## src/rtl/cycle_period_analyzer.sv

```systemverilog
// Reduces one revolution of encoder tooth periods from the statistics RAM
// into tooth count, revolution period, min/max tooth period and speed flags.
module cycle_period_analyzer #(
  parameter int unsigned TOOTH_NUM = 60,
  parameter int unsigned START_DLY = 2,
  parameter logic [31:0] REV_MIN   = 32'd200000,
  parameter logic [31:0] REV_MAX   = 32'd400000
) (
  input  logic        i_clk_50m,
  input  logic        i_rst_n,
  input  logic        i_zero_sign,
  input  logic        i_motor_state,
  output logic [5:0]  o_ram_raddr,
  output logic        o_ram_ren,
  input  logic [31:0] i_ram_rdata,
  output logic        o_busy,
  output logic        o_result_valid,
  output logic [7:0]  o_tooth_num,
  output logic [31:0] o_rev_period,
  output logic [31:0] o_min_period,
  output logic [5:0]  o_min_idx,
  output logic [31:0] o_max_period,
  output logic [5:0]  o_max_idx,
  output logic        o_cnt_err,
  output logic        o_ovr_err,
  output logic        o_speed_ok
);

  localparam int unsigned AW = 6;
  localparam int unsigned DW = 32;
  localparam int unsigned NW = 8;
  localparam int unsigned CW = 8;

  typedef enum logic [2:0] {
    S_IDLE, S_WAIT, S_RD_CNT, S_CHK, S_SWEEP, S_DONE
  } state_t;

  state_t          r_state, w_state_nxt;
  logic            r_sync1, r_sync2;
  logic            w_edge;
  logic [CW-1:0]   r_dly;
  logic [NW-1:0]   r_n;
  logic            r_skip;
  logic            r_dvalid;
  logic [AW-1:0]   r_didx;
  logic [DW-1:0]   r_sum, r_min, r_max;
  logic [AW-1:0]   r_min_idx, r_max_idx;
  logic            r_ovr;
  logic            w_n_bad;
  logic [DW:0]     w_sum_ext;
  logic            w_speed;

  logic            r_ren, w_ren_nxt;
  logic [AW-1:0]   r_addr, w_addr_nxt;
  logic            r_busy, w_busy_nxt;
  logic            r_valid, w_valid_nxt;
  logic [NW-1:0]   r_tooth;
  logic [DW-1:0]   r_rev, r_min_o, r_max_o;
  logic [AW-1:0]   r_min_idx_o, r_max_idx_o;
  logic            r_cnt_err, r_ovr_err, r_speed_ok;

  assign w_edge    = r_sync1 & ~r_sync2;
  assign w_n_bad   = (i_ram_rdata[7:0] == NW'(0)) || (i_ram_rdata[7:0] > NW'(63));
  assign w_sum_ext = {1'b0, r_sum} + {1'b0, i_ram_rdata};
  assign w_speed   = i_motor_state & (r_sum >= REV_MIN) & (r_sum <= REV_MAX) & ~r_skip;

  // Two-flop synchronizer for the asynchronous zero mark
  always_ff @(posedge i_clk_50m or negedge i_rst_n) begin
    if (!i_rst_n) begin
      r_sync1 <= 1'b0;
      r_sync2 <= 1'b0;
    end else begin
      r_sync1 <= i_zero_sign;
      r_sync2 <= r_sync1;
    end
  end

  // State register
  always_ff @(posedge i_clk_50m or negedge i_rst_n) begin
    if (!i_rst_n) r_state <= S_IDLE;
    else          r_state <= w_state_nxt;
  end

  // Next-state logic; an invalid count still takes one drain cycle in
  // SWEEP so both paths share the same pipeline depth
  always_comb begin
    w_state_nxt = r_state;
    case (r_state)
      S_IDLE:   if (w_edge) w_state_nxt = S_WAIT;
      S_WAIT:   if (r_dly <= CW'(1)) w_state_nxt = S_RD_CNT;
      S_RD_CNT: w_state_nxt = S_CHK;
      S_CHK:    w_state_nxt = S_SWEEP;
      S_SWEEP:  if (r_skip || (r_dvalid && (r_didx == r_n[AW-1:0]))) w_state_nxt = S_DONE;
      S_DONE:   w_state_nxt = S_IDLE;
      default:  w_state_nxt = S_IDLE;
    endcase
  end

  // Next values of the registered control outputs
  always_comb begin
    w_ren_nxt   = 1'b0;
    w_addr_nxt  = r_addr;
    w_busy_nxt  = (w_state_nxt != S_IDLE);
    w_valid_nxt = (r_state == S_DONE);
    case (r_state)
      S_WAIT: begin
        if (w_state_nxt == S_RD_CNT) begin
          w_ren_nxt  = 1'b1;
          w_addr_nxt = AW'(0);
        end
      end
      S_CHK: begin
        if (!w_n_bad) begin
          w_ren_nxt  = 1'b1;
          w_addr_nxt = AW'(1);
        end
      end
      S_SWEEP: begin
        if (r_ren && (r_addr != r_n[AW-1:0])) begin
          w_ren_nxt  = 1'b1;
          w_addr_nxt = r_addr + AW'(1);
        end
      end
      default: ;
    endcase
  end

  // Control output registers
  always_ff @(posedge i_clk_50m or negedge i_rst_n) begin
    if (!i_rst_n) begin
      r_ren   <= 1'b0;
      r_addr  <= '0;
      r_busy  <= 1'b0;
      r_valid <= 1'b0;
    end else begin
      r_ren   <= w_ren_nxt;
      r_addr  <= w_addr_nxt;
      r_busy  <= w_busy_nxt;
      r_valid <= w_valid_nxt;
    end
  end

  // Sweep datapath: delay counter, read pipeline tag, accumulators
  always_ff @(posedge i_clk_50m or negedge i_rst_n) begin
    if (!i_rst_n) begin
      r_dly     <= '0;
      r_n       <= '0;
      r_skip    <= 1'b0;
      r_dvalid  <= 1'b0;
      r_didx    <= '0;
      r_sum     <= '0;
      r_min     <= '0;
      r_max     <= '0;
      r_min_idx <= '0;
      r_max_idx <= '0;
    end else begin
      r_dvalid <= (r_state == S_SWEEP) & r_ren;
      r_didx   <= r_addr;
      if ((r_state == S_IDLE) && w_edge) r_dly <= CW'(START_DLY);
      else if (r_state == S_WAIT)        r_dly <= r_dly - CW'(1);
      if (r_state == S_CHK) begin
        r_n       <= i_ram_rdata[NW-1:0];
        r_skip    <= w_n_bad;
        r_sum     <= '0;
        r_min     <= w_n_bad ? '0 : '1;
        r_max     <= '0;
        r_min_idx <= '0;
        r_max_idx <= '0;
      end else if ((r_state == S_SWEEP) && r_dvalid) begin
        r_sum <= w_sum_ext[DW] ? '1 : w_sum_ext[DW-1:0];
        if (i_ram_rdata < r_min) begin
          r_min     <= i_ram_rdata;
          r_min_idx <= r_didx;
        end
        if (i_ram_rdata > r_max) begin
          r_max     <= i_ram_rdata;
          r_max_idx <= r_didx;
        end
      end
    end
  end

  // Overrun flag: zero edge seen while a sweep is already running
  always_ff @(posedge i_clk_50m or negedge i_rst_n) begin
    if (!i_rst_n)                             r_ovr <= 1'b0;
    else if (r_state == S_DONE)               r_ovr <= 1'b0;
    else if (w_edge && (r_state != S_IDLE))   r_ovr <= 1'b1;
  end

  // Published results, held until the next DONE
  always_ff @(posedge i_clk_50m or negedge i_rst_n) begin
    if (!i_rst_n) begin
      r_tooth     <= '0;
      r_rev       <= '0;
      r_min_o     <= '0;
      r_min_idx_o <= '0;
      r_max_o     <= '0;
      r_max_idx_o <= '0;
      r_cnt_err   <= 1'b0;
      r_ovr_err   <= 1'b0;
      r_speed_ok  <= 1'b0;
    end else if (r_state == S_DONE) begin
      r_tooth     <= r_n;
      r_rev       <= r_sum;
      r_min_o     <= r_min;
      r_min_idx_o <= r_min_idx;
      r_max_o     <= r_max;
      r_max_idx_o <= r_max_idx;
      r_cnt_err   <= (r_n != NW'(TOOTH_NUM));
      r_ovr_err   <= r_ovr | w_edge;
      r_speed_ok  <= w_speed;
    end
  end

  assign o_ram_raddr    = r_addr;
  assign o_ram_ren      = r_ren;
  assign o_busy         = r_busy;
  assign o_result_valid = r_valid;
  assign o_tooth_num    = r_tooth;
  assign o_rev_period   = r_rev;
  assign o_min_period   = r_min_o;
  assign o_min_idx      = r_min_idx_o;
  assign o_max_period   = r_max_o;
  assign o_max_idx      = r_max_idx_o;
  assign o_cnt_err      = r_cnt_err;
  assign o_ovr_err      = r_ovr_err;
  assign o_speed_ok     = r_speed_ok;

endmodule
```

## config.mk

```make
export PLATFORM = sky130hd
export DESIGN_NAME = cycle_period_analyzer
export DESIGN_NICKNAME = d
export VERILOG_FILES = /design/src/rtl/cycle_period_analyzer.sv
export SDC_FILE = /design/constraint.sdc
export NUM_CORES = 1
export LEC_CHECK = 0
export CELL_PAD_IN_SITES_DETAIL_PLACEMENT = 1
export CELL_PAD_IN_SITES_GLOBAL_PLACEMENT = 1
export CORE_MARGIN = 5
export CORE_UTILIZATION = 48
export DETAILED_ROUTE_END_ITERATION = 8
export GPL_TIMING_DRIVEN = 0
export PLACE_DENSITY = 0.95
export SLEW_MARGIN = 5
export SYNTH_ARGS = -nofsm -noshare
export SYNTH_HDL_FRONTEND = slang
export SYNTH_SLANG_ARGS = --single-unit
```

## constraint.sdc

```tcl
create_clock -name i_clk_50m -period 5.4 [get_ports i_clk_50m]
set_clock_uncertainty 0.2 [all_clocks]
set_input_delay 1.62 -clock i_clk_50m [delete_from_list [all_inputs] [get_ports i_clk_50m]]
set_output_delay 1.62 -clock i_clk_50m [all_outputs]
set_load 0.1 [all_outputs]
```

==> key figures, run 1 <==
Run status
  – Status: finished clean

Logic synthesis
  – Mapped Area: 13,700 um2
  – Synth Area in Compound Gates: 17.6%
  – Mean area per synthesized cell: 10.2 um2
  – Post-synthesis xor/xnor area fraction: 2.68%
  – Mapped Cells: 1,349
  – Asr flop ratio synth: 100%
  – Number of synthesized flops with an enable pin: 0
  – Top cell type's share of synthesized area: 48.6%
  – Simple-gate share of the synthesized area: 11.2%
  – Synth cell types: 57
  – Mapped Nets: 1,484
  – Synth top area cells: dfrtp_1 49%, ha_1 8.9%, o21ai_0 4.7%
  – Post-synthesis sequential area ratio: 48.6%
  – Yosys top cell by area: dfrtp_1
  – Yosys reg bits: 266
  – Largest family of logic cells by synthesized area: compound AO/OA/AOI/OAI gates
  – Main synth FF type: dfrtp_1
  – Adder-Cell Fraction of Synth Area: 9.09%
  – Yosys warns: 0
  – Post-synthesis mux area share: 5.98%

STA
  – Final critical-path required period: 5.17 ns
  – Max Clock Freq: 193 MHz
  – Tcrit/Tclk final: 95.8%
  – Slew HR: 28.6%
  – Min Hold Slack: 0.181 ns
  – Pins over their slew limit: 0
  – Endpoints failing hold: 0
  – RSZ-0062 raised after global routing: false
  – Worst Max-Slew Pin Slew: 1.07 ns
  – Setup violators final: 0
  – Setup_tns: 0 ns

Job
  – Maxcap violations: 0

Layout
  – Nets: 1,680
  – Post-route insts no fill: 1,946
  – Most common cell after layout, fill and taps aside: dfrtp_1
  – Utilization after layout: 60.5%
  – Final Cell Area: 16,900 um2
  – Area Overhead vs Synth: 23.7%
  – Commonest cells after routing, fill and taps aside: 266 x dfrtp_1, 162 x clkdlybuf4s50_1, 136 x nand2_1
  – Layout cells sized above 1: 9.89%

Pwr
  – Part of the power in combinational logic: 53.2%
  – Clock Power Share: 18.6%
  – Sequential Power Share: 28.2%
  – Pwr Density: 723 nW/um2
  – VDD IR max: 0.000575 V
  – Leakage power: 7.97 nW
  – Sw Share: 51.7%
  – Internal Power: 5.92 mW
  – Switching Power: 6.34 mW

Die
  – CORE AREA: 28,000 um2
  – Die Y: 179 um
  – FP Rows: 61
  – I/O pin count: 164
  – Starting Density: 48.9%
  – Die Width: 179 um
  – DIE AREA: 32,000 um2

Hold path
  – Hold Crit Class: flip-flop to flip-flop

Global routing
  – GR Overflow Total: 0
  – Grt met1 use: 42.0%
  – Number of global-route vias before repair: 14,200
  – Gr usage total: 35.2%
  – M2 GR Usage: 57.1%
  – First-pass GRT wire length: 85.9 mm
  – Busiest grt layer: met2
  – Initial antenna violation count: 0
  – Met3 Use GR: 8.18%
  – Largest net degree at the start of global routing: 116

Place
  – Placed inst area: 15,900 um2
  – Gp weighted congestion: 0.903
  – DP Wirelength: 37.2 mm
  – Placed Cells: 1,892
  – Port Buf Inserts: 163

Clock network
  – Max Root-Sink Buffers: 3
  – Clock tree from TritonCTS: built
  – H-tree levels: 1
  – CTS Sinks: 266
  – Clk slew on worst S/H paths: 0.07 ns
  – Clock root cell: clkbuf_16
  – Clock latency at the later pin of the worst-skew pair: 0.57 ns
  – Hold Buf Count CTS: 0
  – Post_cts resized: 0
  – Total CTS buffers: 29
  – Post-CTS Setup Bufs: 0

Critical path
  – CP Max Fanout: 10
  – Crit. End Element: flip-flop
  – Critical path required time: 5.68 ns
  – CP startpoint kind: input pin
  – CP Class: input pin to flip-flop
  – Worst EP arrival: 5.46 ns

Route
  – Wire per inst: 28.9 um
  – DRT Pass-1 Iters: 5
  – DR vias: 12,800
  – Residual DRC: 0
  – Final ANT Viol Nets: 0
  – Initial drt markers: 1,367
  – Via density: 6.60
  – WL final: 56.3 mm
==> cell usage after synthesis, types with 2 or more instances <==
cell       instances
a2111oi_0          2
a211o_1            4
a211oi_1           7
a21boi_0           2
a21o_1            38
a21oi_1           77
a221oi_1           3
a31oi_1           29
a41oi_1            2
and2_1             6
and3_1            10
and4_1             3
buf_1              3
buf_2              8
buf_6              2
clkbuf_1          50
dfrtp_1          266
ha_1              98
inv_1            106
mux2_2            55
mux2i_1           20
nand2_1          136
nand2b_1           9
nand3_1           21
nand4_1           42
nor2_1            44
nor2b_1            7
nor3_1             7
nor4_1            14
nor4b_1            5
o2111a_1           2
o211ai_1          17
o21a_1            13
o21ai_0          128
o21ai_1           10
o221a_2           30
o311ai_0           2
o31ai_1            3
or2_2              4
or3_1              7
xnor2_1           23
xor2_1            19
==> through the flow <==
stage / total power [mW] / setup WS, ns
2_1_floorplan: 7.70 / 1.26
3_3_place_gp: 9.16 / -8.65
3_5_place_dp: 9.58 / 0.193
4_1_cts: 12.1 / 0.422
5_1_grt: 12.6 / 0.194
6_report: 12.3 / 0.227
==> metal layers <==
layer | share of wire, % | vias up
met5 | 0 | -
met1 | 36 | 6346
li1 | - | 5217
met2 | 47 | 934
met3 | 9.4 | 341
met4 | 7.6 | 0
==> final timing paths <==
kind | startpoint | endpoint | slack [ns] | cells past startpoint
max in group asynchronous | i_rst_n | o_max_period[22] | 2.73 | 3
min in group asynchronous | i_rst_n | o_busy | 0.96 | 1
max | i_ram_rdata[1] | r_max[22] | 0.23 | 12
min reg2reg | r_sync1 | r_sync2 | 0.18 | 0
min | r_sync1 | r_sync2 | 0.18 | 0
max reg2reg | r_max[1] | r_max[22] | 1.70 | 12
==> registers in the layout, summed over array words and instances (netlist names), 8 cells and up <==
name / count
o_rev_period: 32
o_tooth_num: 8
r_min: 32
o_min_period: 32
r_n: 8
r_sum: 32
r_dly: 8
o_max_period: 32
r_max: 32
==> cells by family (layout without fill, tap and decap cells) <==
kind of cell | count (synthesis) | count (layout)
simple gates | 319 | 319
compound gates | 378 | 378
mux | 75 | 75
other cells | 0 | 1
flops | 266 | 266
buf+inv | 170 | 388
fa+ha+maj | 99 | 99
xor+xnor | 42 | 42
==> power by group through the flow <==
stage	clock network [mW]	registers (mW)	logic, mW
final	2.28	3.46	6.52
after global routing	2.37	3.50	6.77
after CTS	2.27	3.41	6.43
after detailed placement	0	3.40	6.17
after global placement	0	3.32	5.84
after floorplan	0	5.55	2.15
==> cell type report <==
class                      instances  area (um2)
antenna                            1        2.50
buffer                            64         269
clock buffer                      41         851
clock inverter                    12         220
fill                            3006       11100
inverter                         106         398
multi-input combinational        913        6390
sequential                       266        6660
tap                              378         473
timing repair buffer             165        1690
==> worst max-delay path: stages <==
cell and delay, ns:
clkdlybuf4s50_1 0.81, ha_1 0.36, nor2b_1 0.16, o21ai_1 0.13, nand2b_1 0.08, a2111oi_0 0.58
o21ai_0 0.28, o211ai_1 0.52, and2_1 0.25, buf_6 0.20, buf_6 0.22, mux2i_1 0.24
Power figures use the tool's default switching activity.
==> inputs of run 2 (changes only) <==
--- a/config.mk
+++ b/config.mk
@@ -9,9 +9,11 @@
 export CELL_PAD_IN_SITES_GLOBAL_PLACEMENT = 1
 export CORE_MARGIN = 5
 export CORE_UTILIZATION = 48
+export CTS_BUF_LIST = sky130_fd_sc_hd__clkbuf_16
 export DETAILED_ROUTE_END_ITERATION = 8
 export GPL_TIMING_DRIVEN = 0
-export PLACE_DENSITY = 0.95
+export MAX_ROUTING_LAYER = met4
+export PLACE_DENSITY_LB_ADDON = 0.25
 export SLEW_MARGIN = 5
 export SYNTH_ARGS = -nofsm -noshare
 export SYNTH_HDL_FRONTEND = slang
==> run 2 against run 1 <==
Against the previous run: hold slack got worse by 0.013 ns; non-clock buffer count is the same; count of clock-buffer cells in the layout shrank 12; via count down 8.2%; maximum frequency increased by 8.7%; clock power down 19%; sequential share of layout area up 0.49 points; setup slack gained 0.42 ns; core utilization fell by 0.75 points.
==> key figures, run 2 (synthesis results as in run 1) <==
Run status
  – Status: finished clean

Global routing
  – Largest net degree at the start of global routing: 96 (-17%)
  – Number of global-route vias before repair: 12,700 (-11%)
  – GR Overflow Total: 0 (unchanged)
  – Initial antenna violation count: 0 (unchanged)
  – First-pass GRT wire length: 71.7 mm (-16%)
  – Gr usage total: 29.7% (-5.5 points)

Critical path
  – CP Class: input pin to flip-flop
  – CP Max Fanout: 10 (unchanged)
  – R2r setup slk: 1.95 ns (+0.25 ns)
  – Worst Path Buf+Inv: 3 (unchanged)
  – Critical R2R Launch: r_state[0]
  – RR Endpoint: r_min[21]
  – Worst Reg-to-Reg Cells: 9 (-3)
  – CP startpoint kind: input pin
  – Crit-path slowest cell: clkdlybuf4s50_1
  – Critical path required time: 5.67 ns (about the same)
  – Critical Path, Cell by Cell: clkdlybuf4s50_1 > ha_1 > nand4_1 > nor4_1 > a21oi_1 > and2_1 > a31oi_1 > and2_1 > buf_6 > buf_6 > mux2i_1
  – Worst EP arrival: 5.03 ns (-0.43 ns)
  – CP top delay family: simple AND/OR/NAND/NOR gates
  – Worst stage delay on the critical path: 0.63 ns (-0.18 ns)
  – Crit. End Element: flip-flop

Clock network
  – Clock latency at the later pin of the worst-skew pair: 0.57 ns (about the same)
  – Clock root cell: clkbuf_16
  – Clock tree from TritonCTS: built
  – CTS Sinks: 266 (unchanged)
  – Max Root-Sink Buffers: 3 (unchanged)
  – Post-CTS Setup Bufs: 0 (unchanged)
  – Clk slew on worst S/H paths: 0.06 ns (about the same)
  – Hold Buf Count CTS: 0 (unchanged)
  – Post_cts resized: 0 (unchanged)
  – Total CTS buffers: 29 (unchanged)
  – H-tree levels: 1 (unchanged)

Pwr
  – Pwr Density: 680 nW/um2 (-6.0%)
  – Leakage power: 7.90 nW (-0.87%)
  – VDD IR max: 0.000583 V (+1.5%)

Route
  – Residual DRC: 0 (unchanged)
  – WL final: 46.3 mm (-18%)
  – DRT Pass-1 Iters: 5 (unchanged)
  – DR vias: 11,800 (-8.2%)
  – Initial drt markers: 762 (-44%)
  – Wire per inst: 23.8 um (-18%)
  – Final ANT Viol Nets: 0 (unchanged)
  – Via density: 6.06 (-8.1%)

Die
  – DIE AREA: 32,000 um2 (unchanged)
  – CORE AREA: 28,000 um2 (unchanged)
  – Starting Density: 48.9% (unchanged)
  – Die Y: 179 um (unchanged)
  – I/O pin count: 164 (unchanged)
  – Die Width: 179 um (unchanged)
  – FP Rows: 61 (unchanged)

Place
  – DP Wirelength: 34.6 mm (-6.9%)
  – Port Buf Inserts: 163 (unchanged)
  – Place WS: 0.166 ns (-0.0270 ns)
  – Gp weighted congestion: 0.916 (+1.5%)
  – Placed Cells: 1,892 (unchanged)

Layout
  – N_diodes: 0 (-1)
  – Layout cells sized above 1: 9.20% (-0.69 points)
  – Fillers: 3,139 (+4.4%)
  – FF/Latch Area: 6660 um2 (unchanged)
  – Area Overhead vs Synth: 22.1%
  – Most common cell after layout, fill and taps aside: dfrtp_1
  – Multi-input logic area: 6390 um2 (unchanged)
  – Nets: 1,680 (unchanged)
  – Commonest cells after routing, fill and taps aside: 266 x dfrtp_1, 162 x clkdlybuf4s50_1, 136 x nand2_1
  – Post-route insts no fill: 1,943 (-0.15%)

STA
  – Max Clock Freq: 210 MHz (+8.7%)
  – Worst Max-Slew Pin Slew: 1.02 ns (-0.0501 ns)
  – Tcrit/Tclk final: 88.1% (-7.7 points)
  – Slew HR: 31.7% (+3.1 points)
  – Final critical-path required period: 4.76 ns (-0.415 ns)
  – Final worst setup slack: 0.642 ns (+0.415 ns)
  – Pins over their slew limit: 0 (unchanged)
  – Setup violators final: 0 (unchanged)
  – Endpoints failing hold: 0 (unchanged)
  – RSZ-0062 raised after global routing: false

Hold path
  – Hold Path Depth: 0 (unchanged)
  – Worst Hold Launch: r_sync1
  – Hold Crit Class: flip-flop to flip-flop
  – WHS Endpoint: r_sync2

Job
  – Maxcap violations: 0 (unchanged)
==> run 2: cell count changes in the layout (fill, tap and decap cells not counted), sizes merged <==
cell	delta
clkinv	+5
inv	+9
clkbuf	-12
bufinv	-5
clkinvlp	+1
diode	-1
==> run 2: worst max path at each step <==
stage                     slack [ns]  depth (start not counted)        endpoint       startpoint
after floorplan                 1.26                         10       r_sum[26]   i_ram_rdata[0]
after global placement         -8.94                          1  o_ram_raddr[2]          i_rst_n
after detailed placement        0.17                         11       r_max[19]  i_ram_rdata[29]
after CTS                       0.71                         11       r_max[19]  i_ram_rdata[29]
after global routing            0.40                         11       r_max[19]  i_ram_rdata[29]
final                           0.64                         11       r_max[19]  i_ram_rdata[29]
==> run 2: metal layers <==
metal | wire, um | track usage [%]
met1 | 19200 | 37.3
met4 | 1550 | 9.75
met5 | 0 | -
met2 | 22600 | 49.7
met3 | 2930 | 4.32
==> run 2: through the flow <==
stage	util (%)	instance area [um2]	TNS [ns]	total power, mW	hold WS, ns
6_report	59.8	16700	0	11.4	0.168
5_1_grt	59.8	16700	0	11.9	0.184
4_1_cts	59.7	16700	0	11.4	0.171
3_5_place_dp	56.7	15900	0	9.46	0.159
3_3_place_gp	56.4	15800	-2371.19	9.22	0.157
2_1_floorplan	-	13700	0	7.70	0.147
==> run 2: layout make-up <==
type,count,area share [%]
tap,378,2.83
clock buffer,29,4.34
timing repair buffer,165,10.1
inverter,106,2.38
multi-input combinational,913,38.2
sequential,266,39.8
buffer,64,1.61
clock inverter,22,0.830
==> run 2: where the power goes <==
part	leakage (nW)	total [mW]	internal [mW]	switching, mW
clock	0.455	1.85	1.02	0.834
sequential	3.45	3.38	2.71	0.669
combinational	4.00	6.15	1.80	4.35
total	7.90	11.4	5.53	5.86
